## config.mk

```make
export PLATFORM = sky130hd
export DESIGN_NAME = dram_port_ctrl
export DESIGN_NICKNAME = d
export VERILOG_FILES = /design/src/rtl/dram_port_ctrl.sv
export SDC_FILE = /design/constraint.sdc
export NUM_CORES = 1
export LEC_CHECK = 0
export BUFFER_PORTS_ARGS = -buffer_cell sky130_fd_sc_hd__buf_2
export CAP_MARGIN = 20
export CORE_UTILIZATION = 35
export DETAILED_ROUTE_END_ITERATION = 6
export HOLD_SLACK_MARGIN = 0.15
export PLACE_DENSITY_LB_ADDON = 0.05
export SETUP_SLACK_MARGIN = 0.1
export SLEW_MARGIN = 20
export SYNTH_ARGS = -nofsm -noshare
export SYNTH_HDL_FRONTEND = slang
export SYNTH_SLANG_ARGS = --single-unit
```

## constraint.sdc

```tcl
create_clock -name clk -period 6.9 [get_ports clk]
set_clock_uncertainty 0.15 [all_clocks]
set_input_delay 1.725 -clock clk [delete_from_list [all_inputs] [get_ports clk]]
set_output_delay 1.725 -clock clk [all_outputs]
set_load 0.01 [all_outputs]
```

## src/rtl/dram_port_ctrl.sv

```systemverilog
// ---------------------------------------------------------------------------
// dram_port_ctrl
//
// Purpose:
//   Turns a command stream into single-port memory accesses. A write is a
//   single beat that goes straight to the memory in the cycle it is accepted.
//   A read is a burst of 1..16 beats at consecutive addresses. The returned
//   data is queued in a small response FIFO. A beat is issued only when a
//   FIFO slot is guaranteed for it, so the FIFO cannot overflow.
//
// Ports:
//   clk, reset              - single clock; synchronous active-high reset
//   cmd_valid / cmd_ready   - command handshake
//   cmd_we                  - 1 = write beat, 0 = read burst
//   cmd_addr                - start address
//   cmd_len                 - read beats minus one
//   cmd_wdata               - write data
//   rsp_valid / rsp_ready   - read-response handshake
//   rsp_rdata               - head of the response FIFO
//   busy                    - burst active, read in flight, or data queued
//   mem_ena/rea/wea         - memory port enables
//   mem_addra               - memory address
//   mem_dia                 - memory write data
//   mem_doa                 - memory read data (one cycle after a read)
//   dbg_state               - current FSM state (0 = IDLE, 1 = RD_BURST)
//
// Handshake rule: a transfer happens on a rising edge where valid and ready
// are both high. A producer holding valid keeps its payload stable until the
// transfer, and valid never depends on ready.
// ---------------------------------------------------------------------------
module dram_port_ctrl #(
    parameter int AW        = 11,
    parameter int DW        = 64,
    parameter int RSP_DEPTH = 2
) (
    input  logic          clk,
    input  logic          reset,
    input  logic          cmd_valid,
    output logic          cmd_ready,
    input  logic          cmd_we,
    input  logic [AW-1:0] cmd_addr,
    input  logic [3:0]    cmd_len,
    input  logic [DW-1:0] cmd_wdata,
    output logic          rsp_valid,
    input  logic          rsp_ready,
    output logic [DW-1:0] rsp_rdata,
    output logic          busy,
    output logic          mem_ena,
    output logic          mem_rea,
    output logic          mem_wea,
    output logic [AW-1:0] mem_addra,
    output logic [DW-1:0] mem_dia,
    input  logic [DW-1:0] mem_doa,
    output logic          dbg_state
);

    localparam int PW = $clog2(RSP_DEPTH);
    localparam int CW = PW + 1;

    typedef enum logic {
        IDLE     = 1'b0,
        RD_BURST = 1'b1
    } state_e;

    state_e        state_q, state_d;
    logic [AW-1:0] cur_addr_q, cur_addr_d;
    logic [3:0]    remaining_q, remaining_d;
    logic          rd_pending_q;
    logic [DW-1:0] fifo_q [RSP_DEPTH];
    logic [PW-1:0] wr_ptr_q, rd_ptr_q;
    logic [CW-1:0] count_q;

    logic          accept, accept_wr, accept_rd;
    logic          push, pop, issue;
    logic [CW:0]   credit_used;

    assign cmd_ready = (state_q == IDLE) && !reset;
    assign accept    = cmd_valid && cmd_ready;
    assign accept_wr = accept && cmd_we;
    assign accept_rd = accept && !cmd_we;

    assign rsp_valid = (count_q != '0) && !reset;
    assign pop       = rsp_valid && rsp_ready;
    assign push      = rd_pending_q && !reset;
    assign rsp_rdata = fifo_q[rd_ptr_q];

    // Slots spoken for: queued entries plus the beat still coming back from
    // memory, minus the entry leaving this cycle. count_q >= 1 whenever pop
    // is high, so this cannot underflow.
    assign credit_used = {1'b0, count_q} + (CW+1)'(rd_pending_q) - (CW+1)'(pop);
    assign issue       = (state_q == RD_BURST) && !reset
                         && (credit_used < (CW+1)'(RSP_DEPTH));

    assign mem_ena   = accept_wr || issue;
    assign mem_wea   = accept_wr;
    assign mem_rea   = issue;
    assign mem_addra = (state_q == RD_BURST) ? cur_addr_q : cmd_addr;
    assign mem_dia   = cmd_wdata;

    assign busy      = !reset && ((state_q != IDLE) || rd_pending_q || (count_q != '0));
    assign dbg_state = state_q;

    always_comb begin
        state_d     = state_q;
        cur_addr_d  = cur_addr_q;
        remaining_d = remaining_q;
        case (state_q)
            IDLE: begin
                if (accept_rd) begin
                    cur_addr_d  = cmd_addr;
                    remaining_d = cmd_len;
                    state_d     = RD_BURST;
                end
            end
            RD_BURST: begin
                if (issue) begin
                    // Address wraps naturally at 2**AW.
                    cur_addr_d = cur_addr_q + AW'(1);
                    if (remaining_q == 4'd0) begin
                        state_d = IDLE;
                    end else begin
                        remaining_d = remaining_q - 4'd1;
                    end
                end
            end
            default: state_d = IDLE;
        endcase
    end

    always_ff @(posedge clk) begin
        if (reset) begin
            state_q      <= IDLE;
            cur_addr_q   <= '0;
            remaining_q  <= '0;
            rd_pending_q <= 1'b0;
            wr_ptr_q     <= '0;
            rd_ptr_q     <= '0;
            count_q      <= '0;
        end else begin
            state_q      <= state_d;
            cur_addr_q   <= cur_addr_d;
            remaining_q  <= remaining_d;
            // The memory returns data one cycle after the issue; this flag
            // marks that cycle so mem_doa gets captured.
            rd_pending_q <= issue;
            if (push) begin
                wr_ptr_q <= wr_ptr_q + PW'(1);
            end
            if (pop) begin
                rd_ptr_q <= rd_ptr_q + PW'(1);
            end
            case ({push, pop})
                2'b10:   count_q <= count_q + CW'(1);
                2'b01:   count_q <= count_q - CW'(1);
                default: count_q <= count_q;
            endcase
        end
    end

    // FIFO storage needs no reset; the count and pointers define what is valid.
    always_ff @(posedge clk) begin
        if (push) begin
            fifo_q[wr_ptr_q] <= mem_doa;
        end
    end

endmodule

```

; ---- Word-level counts from Yosys, hierarchy flattened
; Memories as Yosys holds them, arrays and structs flattened. A register that Yosys moved wholly into a read port is not among the register bits.
; Index checks and enable logic that the tools add are counted.
[op_classes]
order_cmp = 1
bitwise_logic = 1
multipliers = 0
n_reduce_logical = 20
div_mod_pow = 0
n_eq_ne = 5
n_addsub = 8
n_mux = 17
shift = 0
[ops]
columns = cell, count
row1 = $mux 11, 3
row2 = $pmux 11 s2, 1
row3 = $mux 4, 3
row4 = $add 11x1->11 const B, 1
row5 = $logic_and 1x1->1, 10
row6 = $pmux 4 s2, 1
row7 = $mux 1, 7
row8 = $logic_not 4->1, 1
row9 = $ne 2x2->1 const B, 2
row10 = $pmux 2 s2, 1
row11 = $reduce_bool 2->1, 2
row12 = $sub 4x1->4 const B, 1
row13 = $add 2x1->3, 1
row14 = $logic_or 1x1->1, 3
row15 = $lt 3x2->1 const B, 1
row16 = $reduce_and 3->1, 1
row17 = $sub 3x1->3, 1
row18 = $add 1x1->1 const B, 2
row19 = $add 2x1->2 const B, 1
row20 = $eq 2x1->1 const B, 1
row21 = $eq 2x2->1 const B, 1
row22 = $logic_not 1->1, 2
row23 = $ne 2x1->1 const B, 1
row24 = $pmux 1 s2, 1
row25 = other kinds (3), 3
[totals]
word_cells = 60
ff_bits = 21
inputBits = 148
out_inout_bits = 146
ramBits = 128
memories = 1
latch_bits = 0
rom_bits = 0
[memory_table]
columns = name, words, width, read_ports, rd_clocked_by_memory_dff, write_ports, line_no
row1 = fifo_q, 2, 64, 1, 1, 1, 69  ; logic [DW-1:0] fifo_q [RSP_DEPTH];

; ---- Depth between registers and ports, before layout
; Gate-level depths: netlist of the first run.
[depth]
word_depth = 8
depth_mapped = 10
mapped_depth_nobuf = 9

; ---- Least setup slack after synthesis of the first run
; No wires, ideal clock.
[synth_timing]
kind = input to output
start = input reset
end = output mem_ena
arrival_ns = 3.497
stages = 8
required_time_ns = 5.025
setup_slack_ns = 1.528
cell_sequence = o21ba_2 > and2_1 > ha_1 > nand2b_1 > fa_1 > nor2b_1 > nand3_1 > nand2b_1
[synth_between]
elab_chain_cells = 7
elab_cells_between_ends = 11
classes_between = add/sub (1) / order compare (1) / reduce/logical (9)
[synth_lines]
columns = element, line_no
row1 = start: declaration, 37  ; input logic reset,
row2 = $logic_not 1->1, 82  ; assign rsp_valid = (count_q != '0) && !reset;
row3 = $logic_and 1x1->1, 82
row4 = $logic_and 1x1->1, 83  ; assign pop = rsp_valid && rsp_ready;
row5 = named net pop, 74  ; logic push, pop, issue;
row6 = $sub 3x1->3, 90  ; assign credit_used = {1'b0, count_q} + (CW+1)'(rd_pending_q) - (CW+1)'(pop);
row7 = $lt 3x2->1, 92  ; && (credit_used < (CW+1)'(RSP_DEPTH));
row8 = $logic_and 1x1->1, 92
row9 = $logic_or 1x1->1, 94  ; assign mem_ena = accept_wr || issue;
row10 = end: declaration, 48  ; output logic mem_ena,
; The timed path passes the listed nets, and every way through them passes these cells.

; ---- Final worst setup path of the first run
; Ends and elaborated chain as after synthesis.

==> results by group, run 1 <==
STA
  – Final slew viol count: 0
  – Max-Slew Margin vs Limit: between 30% and 40%
  – Final setup margin: 918 ps
  – Fmax: ~170 MHz
  – Final Cycle Share: 86.7%
  – Final TNS setup: 0 ps
  – RSZ-0062 raised after global routing: false
  – Worst-margin pin slew: about 950 ps
  – Fin. Hold Viols: 0
  – Final setup vio count: 0
  – Minimum clock period: 5980 ps

Global routing
  – GR Util All Layers: around 15%
  – Vias in the first global route: roughly 4,000
  – Largest net degree at the start of global routing: between 60 and 70
  – First-pass GRT wire length: 21.5 mm
  – Initial antenna violation count: 0
  – Grt ovf: 0

Worst setup path
  – R2R depth: 9
  – Critical path required time: a little over 5000 ps
  – CP endpoint kind: output port
  – CP Max Fanout: 24
  – Critical path cell sequence: buf_2 > o21ba_2 > and2_1 > ha_1 > nand2b_1 > fa_1 > nor2b_1 > nand3_1 > nand2b_1 > buf_2
  – Slowest CP cell: fa_1
  – FF-to-FF Start: count_q[1]
  – Family with the most delay on the worst path: simple AND/OR/NAND/NOR gates
  – Worst path max stage delay: between 400 and 500 ps
  – Critical path type: input pin to output port
  – FF-to-FF End: cur_addr_q[4]
  – Flop-to-flop setup slack: approximately 3800 ps
  – Nature of the critical path startpoint: input pin
  – CP arrival: slightly above 4000 ps
  – CP bufs+invs: 2

Route
  – DRT iter0 DRCs: around 170
  – First-pass detailed-route iteration total: 6
  – Via count: between 3,000 and 4,000
  – Final wirelength: about 14 mm
  – Detail Route Antenna Nets: 0
  – Vias/cell: between 4 and 5
  – Drt drc: between 40 and 50
  – Per-cell routed wire length: approximately 17 µm

Synthesis
  – Synth Instances: around 440
  – Most frequent cell after synthesis: edfxtp_1
  – Post-synth EDFFs: 128
  – Post-synthesis cell type count: 50
  – Syn Nets: ~600
  – Commonest cells in the netlist: edfxtp_1 (128), mux2_2 (67), buf_4 (64)
  – Ys async rst share: 0%
  – Largest area contributor in the netlist: edfxtp_1
  – Yosys warnings: 0
  – Synthesis-stage register bit count: 150
  – Mapped Area: between 6000 and 7000 µm²
  – Seq/Total Area, Yosys: between 60 and 70%
  – Top cell type's share of synthesized area: 59.2%
  – Mean post-synth cell area: about 15 µm²
  – Synth area leaders: edfxtp_1 (59%), mux2_2 (12%), buf_4 (7.4%)
  – Post-synth top flop: edfxtp_1

Worst hold path
  – Hold Crit Class: register to register
  – Hold Crit Start: cur_addr_q[10]
  – Hold Path Stages: 2
  – WHS Endpoint: cur_addr_q[10]

Floorplanning
  – Die X: roughly 140 µm
  – I/O pin cnt: slightly below 300
  – Starting Density: a little over a third
  – Die area: 19,100 µm²
  – Row count: 49
  – Die span in y: approximately 140 µm
  – CORE AREA: roughly 18,000 µm²

Layout
  – Share of layout cells above drive strength 1: roughly 48%
  – Fin nets: ~700
  – Synthesis-to-finish area growth: 17.9%

Clock network
  – Post_cts resized: 0
  – H-tree Lvls: 4
  – Clock Pin Slew Worst Setup and Hold Paths: approximately 60 ps
  – Num CTS Buffers: 17
  – CTS Sinks: 150
  – CTS Buffer Depth: 2
  – Root buf cell: clkbuf_16
  – Clk_lat worst skew: 410 ps
  – Hold buffers post-CTS: 0
  – CTS tree: done
  – Setup repair bufs after CTS: 0

Pwr
  – Sw frac: 20.9%
  – Net Switching: 0.416 mW
  – Int Power: ~1.6 mW
  – Combinational share of power: under 10%
  – Pwr Density: around 260 nW/µm²
  – Clock share of power: 44.4%
  – Reg power frac: roughly 50%
  – Static leakage power: ~2.8 nW
  – Peak supply drop: approximately 0.16 mV

Placement
  – # port buffers: approximately 170
  – Gpl congestion: around 0.78
  – Setup Slack @ Placement: 878 ps
  – DP HPWL: 9.02 mm

Run status
  – Status: complete, but fails checks
  – Violated checks: DRC

Flow run
  – Maxcap violations: 0
==> flip-flops by register name (all words and copies together) (netlist names), named ones only <==
register,count
rd_pending_q,1
rd_ptr_q,1
count_q,2
remaining_q,4
fifo_q,128
wr_ptr_q,1
cur_addr_q,11
dbg_state,1
==> cell type report <==
| type | instances | area [µm²] |
|---|---|---|
| well taps | 229 | 287 |
| fillers | 1687 | 10400 |
| clock buffers | 21 | 440 |
| diodes | 1 | 2.50 |
| inverters | 10 | 37.5 |
| clock inverters | 11 | 125 |
| flip-flops and latches | 150 | 4290 |
| multi-input cells | 201 | 1620 |
| repair buffers | 169 | 856 |
==> worst reg2reg max path: cells and delay by family, from the launching register on <==
kind | cells | cell delay (ps)
XOR/XNOR | 1 | 180
AO/OA/AOI/OAI | 4 | 1360
adder cells (fa/ha/maj) | 2 | 650
flip-flops | 1 | 370
AND/OR/NAND/NOR | 2 | 340
==> how the worst max path moves through the flow <==
stage	startpoint	endpoint	slack [ps]	depth (start not counted)
floorplan	reset	mem_ena	1530	8
global route	reset	mem_ena	720	10
finish	reset	mem_ena	920	10
CTS	reset	mem_ena	880	10
global placement	reset	mem_ena	910	10
detailed placement	reset	mem_ena	880	10
==> placed cells by master (no fill, tap or decap), drive strengths merged, types with 3 or more instances in the layout <==
| cell type | count |
|---|---|
| a21o | 4 |
| a21oi | 12 |
| a31oi | 5 |
| a32o | 3 |
| and2 | 3 |
| buf | 169 |
| clkbuf | 21 |
| clkinv | 3 |
| clkinvlp | 4 |
| dfxtp | 22 |
| edfxtp | 128 |
| ha | 4 |
| inv | 12 |
| mux2 | 67 |
| nand2 | 18 |
| nand2b | 4 |
| nand3 | 3 |
| nand4 | 4 |
| nor2 | 12 |
| nor2b | 4 |
| nor3 | 4 |
| o21ai | 19 |
| xnor2 | 4 |
==> power by group through the flow <==
stage               clock network (mW)  logic [mW]  registers, mW
CTS                              0.912       0.106           1.00
finish                           0.885       0.104           1.00
global placement                     0       0.102           1.02
detailed placement                   0       0.105           1.02
global route                     0.953       0.115           1.00
floorplan                            0      0.0920           1.02
==> cells by family (layout without fill, tap and decap cells) <==
group | Yosys count | in the layout | synth area share, %
simple gates | 65 | 65 | 5.49
other cells | 0 | 1 | 0
fa+ha+maj | 5 | 5 | 1.08
mux | 68 | 68 | 11.8
flops | 150 | 150 | 66.0
xor+xnor | 5 | 5 | 0.674
compound gates | 58 | 58 | 5.84
buf+inv | 91 | 211 | 9.17
==> metrics by stage <==
step | hold WS (ps) | cells | instance area (µm²) | util [%] | power (mW)
final | 348 | 792 | 7660 | 42.3 | 1.99
after global routing | 402 | 791 | 7650 | 42.3 | 2.07
after CTS | 350 | 791 | 7650 | 42.3 | 2.02
after detailed placement | 343 | 759 | 7090 | 39.2 | 1.13
after global placement | 324 | 759 | 7090 | 39.2 | 1.12
after floorplan | 310 | 442 | 6490 | - | 1.11
==> routing by layer <==
metal	GRT usage, %	vias up	part of all wire, %
li1	-	1798	-
met1	16.5	1861	40
met2	24.9	155	50
met3	4.43	55	7.1
met4	7.92	0	3.3
met5	0	-	0
(Power assumes the default switching activity.)
==> inputs of run 2 (changes only) <==
--- a/config.mk
+++ b/config.mk
@@ -5,10 +5,11 @@
 export SDC_FILE = /design/constraint.sdc
 export NUM_CORES = 1
 export LEC_CHECK = 0
-export BUFFER_PORTS_ARGS = -buffer_cell sky130_fd_sc_hd__buf_2
 export CAP_MARGIN = 20
 export CORE_UTILIZATION = 35
+export CTS_CLUSTER_DIAMETER = 50
 export DETAILED_ROUTE_END_ITERATION = 6
+export DONT_BUFFER_PORTS = 1
 export HOLD_SLACK_MARGIN = 0.15
 export PLACE_DENSITY_LB_ADDON = 0.05
 export SETUP_SLACK_MARGIN = 0.1
==> results by group, run 2 (synthesis gave the netlist of run 1 again) <==
STA
  – Fmax: 180 MHz (+7.6%)
  – Minimum clock period: 5560 ps (-425 ps)
  – Hold slack final: 331 ps (-17.4 ps)
  – Final TNS setup: 0 ps (unchanged)
  – Final setup vio count: 0 (unchanged)
  – Final Cycle Share: 80.5% (-6.2 points)
  – Fin. Hold Viols: 0 (unchanged)
  – Max-Slew Margin vs Limit: 36.8% (-0.11 points)
  – Final slew viol count: 0 (unchanged)
  – Worst-margin pin slew: 943 ps (-2.78 ps)
  – Final setup margin: 1340 ps (+425 ps)
  – RSZ-0062 raised after global routing: false

Clock network
  – H-tree Lvls: 4 (unchanged)
  – Post_cts resized: 0 (unchanged)
  – CTS Sinks: 150 (unchanged)
  – CTS Buffer Depth: 2 (unchanged)
  – Hold buffers post-CTS: 0 (unchanged)
  – Clk_lat worst skew: 410 ps (about the same)
  – Clock Pin Slew Worst Setup and Hold Paths: 60 ps (about the same)
  – Setup repair bufs after CTS: 0 (unchanged)
  – CTS tree: done
  – Num CTS Buffers: 17 (unchanged)
  – Root buf cell: clkbuf_16

Pwr
  – Int Power: 1.55 mW (-1.7%)
  – Peak supply drop: 0.161 mV (about the same)
  – Combinational share of power: 3.2% (-2.0 points)
  – Static leakage power: 2.19 nW (-23%)
  – Sw frac: 20.4% (-0.42 points)
  – Reg power frac: 51.5% (+1.1 points)
  – Pwr Total: 1.95 mW (-2.3%)
  – Net Switching: 0.398 mW (-4.2%)
  – Pwr Density: 285 nW/µm² (+9.6%)
  – Clock share of power: 45.2% (+0.8 points)

Flow run
  – Maxcap violations: 0 (unchanged)

Worst setup path
  – Flop-to-flop setup slack: 3660 ps (-130 ps)
  – FF-to-FF Start: count_q[1]
  – R2R depth: 9 (unchanged)
  – FF-to-FF End: cur_addr_q[8]
  – CP arrival: 3680 ps (-430 ps)
  – Critical path type: input pin to output port
  – CP Max Fanout: 24 (unchanged)
  – Critical path required time: 5030 ps (about the same)
  – CP endpoint kind: output port
  – Nature of the critical path startpoint: input pin

Route
  – Vias/cell: 5.13 (+5.1%)
  – Per-cell routed wire length: 20.6 µm (+20%)
  – First-pass detailed-route iteration total: 7 (+1)
  – Detail Route Antenna Nets: 0 (unchanged)
  – Drt drc: 20 (-55%)
  – Via count: 3,208 (-17%)
  – DRT iter0 DRCs: 110 (-35%)
  – Final wirelength: 12.9 mm (-5.0%)

Layout
  – Ant diodes: 0 (-1)
  – Max reg flops: 128 (unchanged)
  – Most frequent cells in the layout: edfxtp_1 (128), mux2_2 (67), dfxtp_1 (21)
  – Register name with the most flops: fifo_q
  – FILL cells: 1,687 (unchanged)
  – Share of layout cells above drive strength 1: 27.0% (-21 points)
  – Fin nets: 537 (-24%)
  – Final Util: 37.7% (-4.6 points)
  – Synthesis-to-finish area growth: 5.13%
  – Most common cell after layout, fill and taps aside: edfxtp_1
  – Top Registers: fifo_q (128), cur_addr_q (11), remaining_q (4)

Floorplanning
  – Die area: 19,100 µm² (unchanged)
  – Row count: 49 (unchanged)
  – Die span in y: 138 µm (unchanged)
  – Starting Density: 35.9% (unchanged)
  – Die X: 138 µm (unchanged)
  – I/O pin cnt: 294 (unchanged)
  – CORE AREA: 18,100 µm² (unchanged)

Global routing
  – Grt ovf: 0 (unchanged)
  – First-pass GRT wire length: 19.3 mm (-11%)
  – Largest net degree at the start of global routing: 65 (unchanged)
  – Vias in the first global route: 3,186 (-21%)
  – GR Util All Layers: 13.5% (-1.1 points)
  – Initial antenna violation count: 0 (unchanged)

Worst hold path
  – Hold Path Stages: 2 (unchanged)
  – Hold Crit Start: cur_addr_q[10]
  – Hold Crit Class: register to register
  – WHS Endpoint: cur_addr_q[10]

Placement
  – DP HPWL: 8.27 mm (-8.3%)
  – Gpl congestion: 0.748 (-4.1%)
  – # port buffers: 0 (-100%)
  – Setup Slack @ Placement: 1340 ps (+458 ps)

Run status
  – Violated checks: DRC
  – Status: complete, but fails checks
[run 2: how the worst max path moves through the flow]
stage,startpoint,to,depth (start not counted)
floorplan,reset,mem_ena,8
global placement,reset,mem_ena,8
detailed placement,reset,mem_ena,8
CTS,reset,mem_ena,8
global route,reset,mem_ena,8
finish,reset,mem_ena,8
[run 2: through the flow]
stage                     area [µm²]  std cells
after floorplan                 6490        442
after global placement          6260        594
after detailed placement        6260        594
after CTS                       6830        625
after global routing            6830        625
final                           6830        625
[run 2: layer usage]
metal / global-route usage (%) / wire (µm) / vias to the layer above
met5: 0 / 0 / -
met4: 7.33 / 411 / 0
met3: 6.03 / 1250 / 49
met2: 21.8 / 6170 / 167
met1: 15.0 / 5030 / 1522
li1: - / - / 1470
[run 2: worst max-delay path, cell delays in order]
cell	delay, ps
o21ba_2	260
and2_1	190
ha_1	240
nand2b_1	150
fa_1	470
nor2b_1	250
nand3_1	200
nand2b_1	190
[run 2: cell type report]
class / instances / area [µm²] / area share, %
clock buffer: 19 / 433 / 6.34
clock inverter: 12 / 131 / 1.92
inverter: 10 / 37.5 / 0.550
multi-input combinational: 201 / 1620 / 23.8
sequential: 150 / 4290 / 62.8
tap: 229 / 287 / 4.20
timing repair buffer: 4 / 30.0 / 0.440
[run 2: power by group through the flow]
| stage | clock network, mW | logic (mW) | registers, mW |
|---|---|---|---|
| after floorplan | 0 | 0.0920 | 1.02 |
| after global placement | 0 | 0.0637 | 1.02 |
| after detailed placement | 0 | 0.0639 | 1.02 |
| after CTS | 0.909 | 0.0642 | 1.00 |
| after global routing | 0.944 | 0.0699 | 1.00 |
| final | 0.880 | 0.0632 | 1.00 |
